File: src/rtl/uart_tx_fifo_pkg.sv
// Shared constants for the UART transmit channel: FIFO status bit masks,
// serialiser state encodings and the smallest usable baud divisor.
package uart_tx_fifo_pkg;

    localparam logic [3:0] FIFO_EMPTY  = 4'b0001;
    localparam logic [3:0] FIFO_AEMPTY = 4'b0010;
    localparam logic [3:0] FIFO_AFULL  = 4'b0100;
    localparam logic [3:0] FIFO_FULL   = 4'b1000;

    localparam logic [2:0] ST_IDLE   = 3'd0;
    localparam logic [2:0] ST_START  = 3'd1;
    localparam logic [2:0] ST_DATA   = 3'd2;
    localparam logic [2:0] ST_PARITY = 3'd3;
    localparam logic [2:0] ST_STOP   = 3'd4;

    localparam int MIN_DIV = 2;

endpackage

File: src/rtl/uart_sync_fifo.sv
// Synchronous FIFO with registered occupancy/status and a sticky overflow flag.
// The head entry is always presented on rdata; pop advances it.
module uart_sync_fifo
    import uart_tx_fifo_pkg::*;
#(
    parameter int DATA_W    = 8,
    parameter int DEPTH     = 8,
    parameter int AFULL_TH  = DEPTH - 2,
    parameter int AEMPTY_TH = 2
) (
    input  logic                     Clk,
    input  logic                     Reset,
    input  logic                     push,
    input  logic [DATA_W-1:0]        wdata,
    input  logic                     pop,
    input  logic                     ovf_clr,
    output logic [DATA_W-1:0]        rdata,
    output logic [$clog2(DEPTH):0]   count,
    output logic [3:0]               status,
    output logic                     overflow
);

    localparam int AW = $clog2(DEPTH);
    localparam logic [AW:0] DEPTH_C  = (AW + 1)'(DEPTH);
    localparam logic [AW:0] AFULL_C  = (AW + 1)'(AFULL_TH);
    localparam logic [AW:0] AEMPTY_C = (AW + 1)'(AEMPTY_TH);

    logic [DATA_W-1:0] mem [DEPTH];
    logic [AW-1:0]     wr_ptr;
    logic [AW-1:0]     rd_ptr;
    logic [AW:0]       count_next;
    logic [3:0]        status_next;
    logic              full;
    logic              empty;
    logic              do_push;
    logic              do_pop;

    assign full    = (status & FIFO_FULL) != 4'b0000;
    assign empty   = (status & FIFO_EMPTY) != 4'b0000;
    // A write while full still lands when the head leaves in the same cycle.
    assign do_pop  = pop && !empty;
    assign do_push = push && (!full || do_pop);
    assign rdata   = mem[rd_ptr];

    // NOTE: every always_comb output gets a default first so no latch is inferred.
    always_comb begin
        count_next = count;
        if (do_push && !do_pop)
            count_next = count + 1'b1;
        else if (!do_push && do_pop)
            count_next = count - 1'b1;

        status_next = 4'b0000;
        if (count_next == '0)        status_next = status_next | FIFO_EMPTY;
        if (count_next <= AEMPTY_C)  status_next = status_next | FIFO_AEMPTY;
        if (count_next >= AFULL_C)   status_next = status_next | FIFO_AFULL;
        if (count_next == DEPTH_C)   status_next = status_next | FIFO_FULL;
    end

    // NOTE: storage has no reset; emptiness is tracked by the pointers and count alone.
    always_ff @(posedge Clk) begin
        if (do_push)
            mem[wr_ptr] <= wdata;
    end

    // NOTE: state is updated with non-blocking assignments so all flops see pre-edge values.
    always_ff @(posedge Clk or negedge Reset) begin
        if (!Reset) begin
            wr_ptr   <= '0;
            rd_ptr   <= '0;
            count    <= '0;
            status   <= FIFO_EMPTY | FIFO_AEMPTY;
            overflow <= 1'b0;
        end else begin
            if (do_push) wr_ptr <= wr_ptr + 1'b1;
            if (do_pop)  rd_ptr <= rd_ptr + 1'b1;
            count  <= count_next;
            status <= status_next;
            if (push && full && !do_pop)
                overflow <= 1'b1;
            else if (ovf_clr)
                overflow <= 1'b0;
        end
    end

endmodule

File: src/rtl/uart_tx_fifo.sv
// UART transmit channel: write-side FIFO feeding a serialiser whose divisor,
// parity and stop-bit settings are sampled once per frame.
module uart_tx_fifo
    import uart_tx_fifo_pkg::*;
#(
    parameter int DATA_W    = 8,
    parameter int DEPTH     = 8,
    parameter int AFULL_TH  = DEPTH - 2,
    parameter int AEMPTY_TH = 2,
    parameter int DIV_W     = 16
) (
    input  logic                     Clk,
    input  logic                     Reset,
    input  logic [DATA_W-1:0]        fwdata,
    input  logic                     fwrite,
    output logic [3:0]               fwstatus,
    output logic [$clog2(DEPTH):0]   fcount,
    input  logic [DIV_W-1:0]         baud_div,
    input  logic                     parity_en,
    input  logic                     parity_odd,
    input  logic                     two_stop,
    input  logic                     ovf_clr,
    output logic                     overflow,
    output logic                     busy,
    output logic                     TX
);

    localparam logic [DIV_W-1:0] MIN_DIV_W = DIV_W'(MIN_DIV);
    localparam logic [3:0]       LAST_BIT  = 4'(DATA_W - 1);

    logic [DATA_W-1:0] fifo_rdata;
    logic              fifo_pop;
    logic              fifo_empty;
    logic [2:0]        state;
    logic [2:0]        state_next;
    logic              load;
    logic [DIV_W-1:0]  eff_div;
    logic [DIV_W-1:0]  div_q;
    logic [DIV_W-1:0]  cnt;
    logic              bit_end;
    logic [DATA_W-1:0] shreg;
    logic [3:0]        bit_idx;
    logic              stop_idx;
    logic              par_q;
    logic              par_en_q;
    logic              two_stop_q;
    logic              tx_bit;

    uart_sync_fifo #(
        .DATA_W    (DATA_W),
        .DEPTH     (DEPTH),
        .AFULL_TH  (AFULL_TH),
        .AEMPTY_TH (AEMPTY_TH)
    ) u_fifo (
        .Clk      (Clk),
        .Reset    (Reset),
        .push     (fwrite),
        .wdata    (fwdata),
        .pop      (fifo_pop),
        .ovf_clr  (ovf_clr),
        .rdata    (fifo_rdata),
        .count    (fcount),
        .status   (fwstatus),
        .overflow (overflow)
    );

    assign fifo_empty = (fwstatus & FIFO_EMPTY) != 4'b0000;
    assign eff_div    = (baud_div < MIN_DIV_W) ? MIN_DIV_W : baud_div;
    assign bit_end    = (cnt == '0);

    always_comb begin
        state_next = state;
        fifo_pop   = 1'b0;
        load       = 1'b0;
        case (state)
            ST_IDLE:
                if (!fifo_empty) begin
                    fifo_pop   = 1'b1;
                    load       = 1'b1;
                    state_next = ST_START;
                end
            ST_START:
                if (bit_end) state_next = ST_DATA;
            ST_DATA:
                if (bit_end && bit_idx == LAST_BIT)
                    state_next = par_en_q ? ST_PARITY : ST_STOP;
            ST_PARITY:
                if (bit_end) state_next = ST_STOP;
            ST_STOP:
                // Chaining straight into the next START keeps frames gap-free.
                if (bit_end && (stop_idx || !two_stop_q)) begin
                    if (!fifo_empty) begin
                        fifo_pop   = 1'b1;
                        load       = 1'b1;
                        state_next = ST_START;
                    end else begin
                        state_next = ST_IDLE;
                    end
                end
            default:
                state_next = ST_IDLE;
        endcase
    end

    always_comb begin
        case (state)
            ST_START:  tx_bit = 1'b0;
            ST_DATA:   tx_bit = shreg[0];
            ST_PARITY: tx_bit = par_q;
            default:   tx_bit = 1'b1;
        endcase
    end

    // TX and busy are registered copies of the state, so both trail it by one cycle.
    always_ff @(posedge Clk or negedge Reset) begin
        if (!Reset) begin
            state      <= ST_IDLE;
            cnt        <= '0;
            div_q      <= MIN_DIV_W;
            shreg      <= '0;
            bit_idx    <= '0;
            stop_idx   <= 1'b0;
            par_q      <= 1'b0;
            par_en_q   <= 1'b0;
            two_stop_q <= 1'b0;
            TX         <= 1'b1;
            busy       <= 1'b0;
        end else begin
            state <= state_next;
            TX    <= tx_bit;
            busy  <= (state != ST_IDLE);
            if (load) begin
                shreg      <= fifo_rdata;
                par_q      <= (^fifo_rdata) ^ parity_odd;
                par_en_q   <= parity_en;
                two_stop_q <= two_stop;
                div_q      <= eff_div;
                cnt        <= eff_div - 1'b1;
                bit_idx    <= '0;
                stop_idx   <= 1'b0;
            end else if (state != ST_IDLE) begin
                if (bit_end) begin
                    cnt <= div_q - 1'b1;
                    if (state == ST_DATA) begin
                        shreg   <= shreg >> 1;
                        bit_idx <= bit_idx + 1'b1;
                    end
                    if (state == ST_STOP) stop_idx <= 1'b1;
                end else begin
                    cnt <= cnt - 1'b1;
                end
            end
        end
    end

endmodule

File: config.mk
export PLATFORM = sky130hd
export DESIGN_NAME = uart_tx_fifo
export DESIGN_NICKNAME = d
export VERILOG_FILES = /design/src/rtl/uart_tx_fifo_pkg.sv /design/src/rtl/uart_sync_fifo.sv /design/src/rtl/uart_tx_fifo.sv
export SDC_FILE = /design/constraint.sdc
export NUM_CORES = 1
export LEC_CHECK = 0
export ABC_AREA = 1
export CORE_ASPECT_RATIO = 0.7
export CORE_MARGIN = 1.5
export CORE_UTILIZATION = 60
export DETAILED_ROUTE_END_ITERATION = 8
export PLACE_DENSITY_LB_ADDON = 0.1
export SYNTH_ARGS = -nofsm -noshare
export SYNTH_HDL_FRONTEND = slang
export SYNTH_SLANG_ARGS = --single-unit
File: constraint.sdc
create_clock -name Clk -period 5.7 [get_ports Clk]
set_clock_uncertainty 0.2 [all_clocks]
set_input_delay 0.855 -clock Clk [delete_from_list [all_inputs] [get_ports Clk]]
set_output_delay 0.855 -clock Clk [all_outputs]
set_load 0.02 [all_outputs]
### After elaboration in Yosys (flattened, before gate mapping)

Memories as Yosys holds them, arrays and structs flattened.
Index checks and enable logic that the tools add are counted.

| storage, ports and cells | value |
|---|---|
| flip-flop bits (word level) | 68 |
| RAM bits | 64 |
| bits of input ports | 31 |
| output and inout port bits | 11 |
| memories | 1 |

| operators by class | value |
|---|---|
| add/subtract/negate cells | 8 |
| magnitude comparators | 3 |
| eq/ne operators | 11 |
| multiplexer cells | 38 |
| bitwise operators | 1 |
| reductions and logical operators | 28 |

Memory list:

| name | depth | bits a word | rd ports | clocked after Yosys merged registers in | wr ports | line | source |
|---|---|---|---|---|---|---|---|
| u_fifo.mem | 8 | 8 | 1 | 0 | 1 | uart_sync_fifo.sv:28 | `logic [DATA_W-1:0] mem [DEPTH];` |

Operator list:

| kind | number |
|---|---|
| $mux W16 | 4 |
| $sub A16 B1 Y16 const B | 3 |
| $mux W8 | 4 |
| $mux W4 | 7 |
| $mux W3 | 7 |
| $logic_not A16 Y1 | 1 |
| $lt A16 B2 Y1 const B | 1 |
| $pmux W3 S5 | 1 |
| $mux W1 | 12 |
| $ne A2 B2 Y1 const B | 5 |
| $reduce_bool A2 Y1 | 5 |
| $add A4 B1 Y4 const B | 2 |
| $logic_and A1 B1 Y1 | 8 |
| $reduce_xor A8 Y1 | 1 |
| $add A3 B1 Y3 const B | 2 |
| $eq A3 B2 Y1 const B | 2 |
| $reduce_and A3 Y1 | 2 |
| $logic_not A1 Y1 | 5 |
| $reduce_and A5 Y1 | 1 |
| $eq A4 B3 Y1 const B | 1 |
| $eq A4 B4 Y1 const B | 1 |
| $ge A4 B3 Y1 const B | 1 |
| $le A4 B2 Y1 const B | 1 |
| $logic_not A4 Y1 | 1 |
| 10 further kinds | 11 |

### Logic depth before layout (Yosys ltp)

| depth | value |
|---|---|
| word-level depth | 17 |
| mapped depth | 18 |
| depth with buffers taken out | 17 |

### Modules after synthesis

From an unflattened synthesis, not the netlist that was laid out.

| unflattened totals | value |
|---|---|
| cell total of the unflattened synthesis | 694 |
| area total of the unflattened synthesis | 6441.2 µm² |

By module, submodules not included:

| module | instances | cells each | area an instance (µm²) | sequential area each (µm²) |
|---|---|---|---|---|
| uart_sync_fifo | 1 | 288 | 3362.0 | 2299.7 |
| uart_tx_fifo | 1 | 406 | 3079.2 | 1328.8 |

### Worst setup path after synthesis

OpenSTA, ideal clock, no wires.

| timing path | value |
|---|---|
| path kind | flip-flop to flip-flop |
| start | register cnt[3] |
| end | memory u_fifo.mem[4][0], enable pin |
| setup time | 370 ps |
| arrival | 1867 ps |
| required time | 5130 ps |
| slack | 3263 ps |
| stages on the path, launching flop included | 11 |
| buffers on the path | 0 |
| cells stage by stage | dfrtp_1 nor2_1 nand2_1 nor2_2 nand3_2 nand2_4 nand2_4 a21oi_4 inv_1 or2_2 nor2_1 |

| on the way | value |
|---|---|
| word-level cells in the longest chain between the ends | 9 |

RTL lines:

| what | line | source |
|---|---|---|
| start: declaration | uart_tx_fifo.sv:39 | `logic [DIV_W-1:0] cnt;` |
| start signal: assignment | uart_tx_fifo.sv:138 | `cnt <= eff_div - 1'b1;` |
| start signal: assignment | uart_tx_fifo.sv:143 | `cnt <= div_q - 1'b1;` |
| start signal: assignment | uart_tx_fifo.sv:150 | `cnt <= cnt - 1'b1;` |
| $logic_not A16 Y1 | uart_tx_fifo.sv:69 | `assign bit_end = (cnt == '0);` |
| $logic_and A1 B1 Y1 | uart_tx_fifo.sv:91 | `if (bit_end && (stop_idx \|\| !two_stop_q)) begin` |
| $mux W1 | uart_tx_fifo.sv:91 |  |
| $pmux W1 S2 | uart_tx_fifo.sv:75 | `case (state)` |
| $logic_and A1 B1 Y1 | uart_sync_fifo.sv:41 | `assign do_pop = pop && !empty;` |
| $logic_or A1 B1 Y1 | uart_sync_fifo.sv:42 | `assign do_push = push && (!full \|\| do_pop);` |
| $logic_and A1 B1 Y1 | uart_sync_fifo.sv:42 |  |
| $mux W1 | uart_sync_fifo.sv:62 | `if (do_push)` |
| $mux W1 (implied by the code) | uart_sync_fifo.sv:63 | `mem[wr_ptr] <= wdata;` |
| end: declaration | uart_sync_fifo.sv:28 |  |

No other way between the ends.

### Worst setup path in the final report

| timing path | value |
|---|---|
| start | register cnt[11] |
| end | register shreg[5] |

| on the way | value |
|---|---|
| word-level cells in the longest chain between the ends | 6 |

RTL lines:

| what | line | source |
|---|---|---|
| $logic_not A16 Y1 (*) | uart_tx_fifo.sv:69 |  |
| $logic_and A1 B1 Y1 | uart_tx_fifo.sv:91 |  |
| $mux W1 | uart_tx_fifo.sv:91 |  |
| $pmux W1 S2 | uart_tx_fifo.sv:75 |  |
| $reduce_bool A2 Y1 (no line) | n/a |  |
| $reduce_and A3 Y1 (no line) | n/a |  |
| end signal: assignment | uart_tx_fifo.sv:133 | `shreg <= fifo_rdata;` |
| end signal: assignment | uart_tx_fifo.sv:145 | `shreg <= shreg >> 1;` |
| end: declaration | uart_tx_fifo.sv:41 | `logic [DATA_W-1:0] shreg;` |

Every way passes the cells marked *; elsewhere a longest branch is shown, timed or not.
A chain may end at the register's enable or synchronous reset.

==> metrics.cfg <==
[sta]
tightest_slew_ns=1.01
min_period_ns=3.31
tns_ns=0
rsz0062_at_grt=false
post-route-period-util_pct=58.1
max_freq_ghz=0.302
hold_viol=0
slew-limit-headroom_pct=32.2
setup-violations-final=0
drv_slew=0

[place]
place_inst=878
dp_hpwl_um=10600
portBuffers=41
gp_congestion=0.998

[global_route]
grt_max_degree=69
grt_overflow_total=0
grt_pass1_vias=4825
grt_pass1_wl_um=25300
track_usage_pct=30.0
antenna_found_initial=0

[synth]
synth.cell_area_um2=6400
synth.ff_latch_count=132
yosysSeqAreaShare_pct=56.7
synth_top_flop_cell=edfxtp_1
syn_inst=724
yosysTopAreaCell=edfxtp_1
syn-num-nets=761
synth-edff-count=64
ys_warn_count=0
synth_area_leaders=edfxtp_1 (30%), dfrtp_1 (25%), nand2_1 (10%)
avgSynthCellArea_um2=8.83
async_reset_ff_share_pct=51.5
synth_top_area_share_pct=30.0
ys_types=35

[power]
clkPwrFrac_pct=22.7
power.total_mw=4.99
p_switching_mw=2.28
p_comb_share_pct=46.7
p_per_area_nw_per_um2=665
p_int_mw=2.71
p_seq_share_pct=30.6
vdd_drop_max_mv=0.372
p_leak_nw=3.27
swShare_pct=45.7

[hold_path]
worstHoldEndpoint=div_q[8]
hold_path_depth=2
min_path_type=reg -> reg
holdCritStartpoint=div_q[8]

[worst_setup_path]
worstPathCellList=nor2_1 > nand2_1 > nor2_2 > nand2_1 > o21ai_1 > nand2_1 > o22ai_1 > a31oi_1
required_ns=5.78
path_common_cell=nand2_1
r2r-start=cnt[11]
path_buf_inv=0
cpPeakStageDelay_ns=0.95
critPathMaxFanout=16
rr_worst_depth=8
worst_path_max_delay_cell=o21ai_1
ff2ff_setup_slack_ns=2.39
critical_path_class=reg -> reg
end_kind=flip-flop
crit_arrival_ns=3.39
cp-start-kind=flip-flop
r2r_end=shreg[5]
path_delay_family=compound AO/OA/AOI/OAI gates

[routing]
dr_total_vias=5197
dr.first_iter.drc_count=645
wl_per_cell_um=17.5
ant_nets=0
firstDrtPassIters=5
drc_errors=0
routed_wl_um=15900
routed_via_density=5.71

[finish]
layout_common_cells=nand2_1 (177), nor2_1 (94), inv_1 (76), o21ai_0 (76)
n_antenna_cell=0
layout_commonest_cell=nand2_1
design.final.nets=802
final_util_pct=72.4
drive_above_1_share_pct=8.35
fin_cells=910
fillers=751
area_delta_synth_final_pct=17.3

[floorplan]
die_w_um=126
ios=42
coreArea_um2=10400
row_count=31
start_util_pct=61.8
dieArea_um2=11300
die_h_um=89.4

[status]
run_status=finished, final reports clean

[clock_tree]
cts.sinks=132
post-cts-setup-buffers=0
cts_tree=yes
path_clk_slew_ns=0.06
cts_root_buf=clkbuf_16
cts_hold_buf=0
clock_path_buffers=2
h-tree-depth=4
insertion_delay_ns=0.43
postCtsResizedCells=0
cts_made_buffers=17

[run]
cap_violations=0

power groups by stage:
| stage | clock [mW] | sequential [mW] | combinational [mW] |
|---|---|---|---|
| CTS | 1.15 | 1.52 | 2.29 |
| finish | 1.13 | 1.53 | 2.33 |
| floorplan | 0 | 1.49 | 1.67 |
| detailed placement | 0 | 1.53 | 2.24 |
| global route | 1.18 | 1.56 | 2.60 |
| global placement | 0 | 1.52 | 2.17 |
kinds of logic after synthesis:
group | synth area share, %
and+or+nand+nor | 22.6
adders and majority gates | 1.17
DFF | 56.7
AOI/OAI and AO/OA | 11.5
xor gates and xnor gates | 1.78
buffers and inverters | 6.16
how the worst max path moves through the flow:
stage,start,depth (start not counted),to,slack (ns)
finish,cnt[11],8,shreg[5],2.39
CTS,cnt[3],10,u_fifo.mem[2][5],2.43
global route,cnt[11],8,shreg[6],2.08
global placement,baud_div[9],16,cnt[14],2.52
floorplan,cnt[3],10,u_fifo.mem[4][0],3.26
detailed placement,fwrite,6,u_fifo.mem[2][0],2.45
worst min-delay path: stages, from the launching register on:
cell     delay, ns
dfrtp_1       0.35
nand2_1       0.06
nand2_1       0.05
cell usage after synthesis (2+ instances only):
master    instances
a21oi_1          13
a31oi_1           3
buf_2             9
clkbuf_1         12
dfrtp_1          64
dfstp_2           4
edfxtp_1         64
ha_1              6
inv_1            76
nand2_1         177
nand2_2           5
nand2_4           3
nand3_1          34
nand3b_1          5
nand4_1           4
nor2_1           94
nor2_2            7
nor2_4            5
nor3_1            3
o21a_1            2
o21ai_0          76
o21ai_1          13
o21bai_1          9
o22ai_1          14
xnor2_1           4
xor2_1            9
metrics by stage:
stage | hold WS [ns] | worst slack [ns] | area [um^2]
floorplan | 0.242 | 3.26 | 6400
global placement | 0.254 | 2.52 | 6890
detailed placement | 0.264 | 2.45 | 6890
CTS | 0.284 | 2.43 | 7500
global route | 0.320 | 2.08 | 7500
finish | 0.288 | 2.39 | 7500
sequential cells by signal, summed over array words and instances, names as in the netlist, 3 cells and up:
register / count
u_fifo.mem: 64
u_fifo.rd_ptr: 3
cnt: 16
u_fifo.count: 4
u_fifo.wr_ptr: 3
bit_idx: 4
state: 3
div_q: 16
u_fifo.status: 4
shreg: 8
per-layer routing:
metal	global-route usage (%)	wire, um	vias to the layer above
met3	8.56	1650	22
li1	-	-	2464
met1	43.7	7190	2480
met2	44.0	6850	231
met5	0	0	-
met4	9.30	186	0
cell type report:
class                      count  area, um^2  area share [%]
clock inverter                15         185            2.47
tap                          132         165            2.20
timing repair buffer          45         435            5.80
multi-input combinational    492        2370            31.6
inverter                      77         289            3.85
sequential                   132        3630            48.4
clock buffer                  17         425            5.67
No activity file was read; power rests on OpenSTA's default activity.
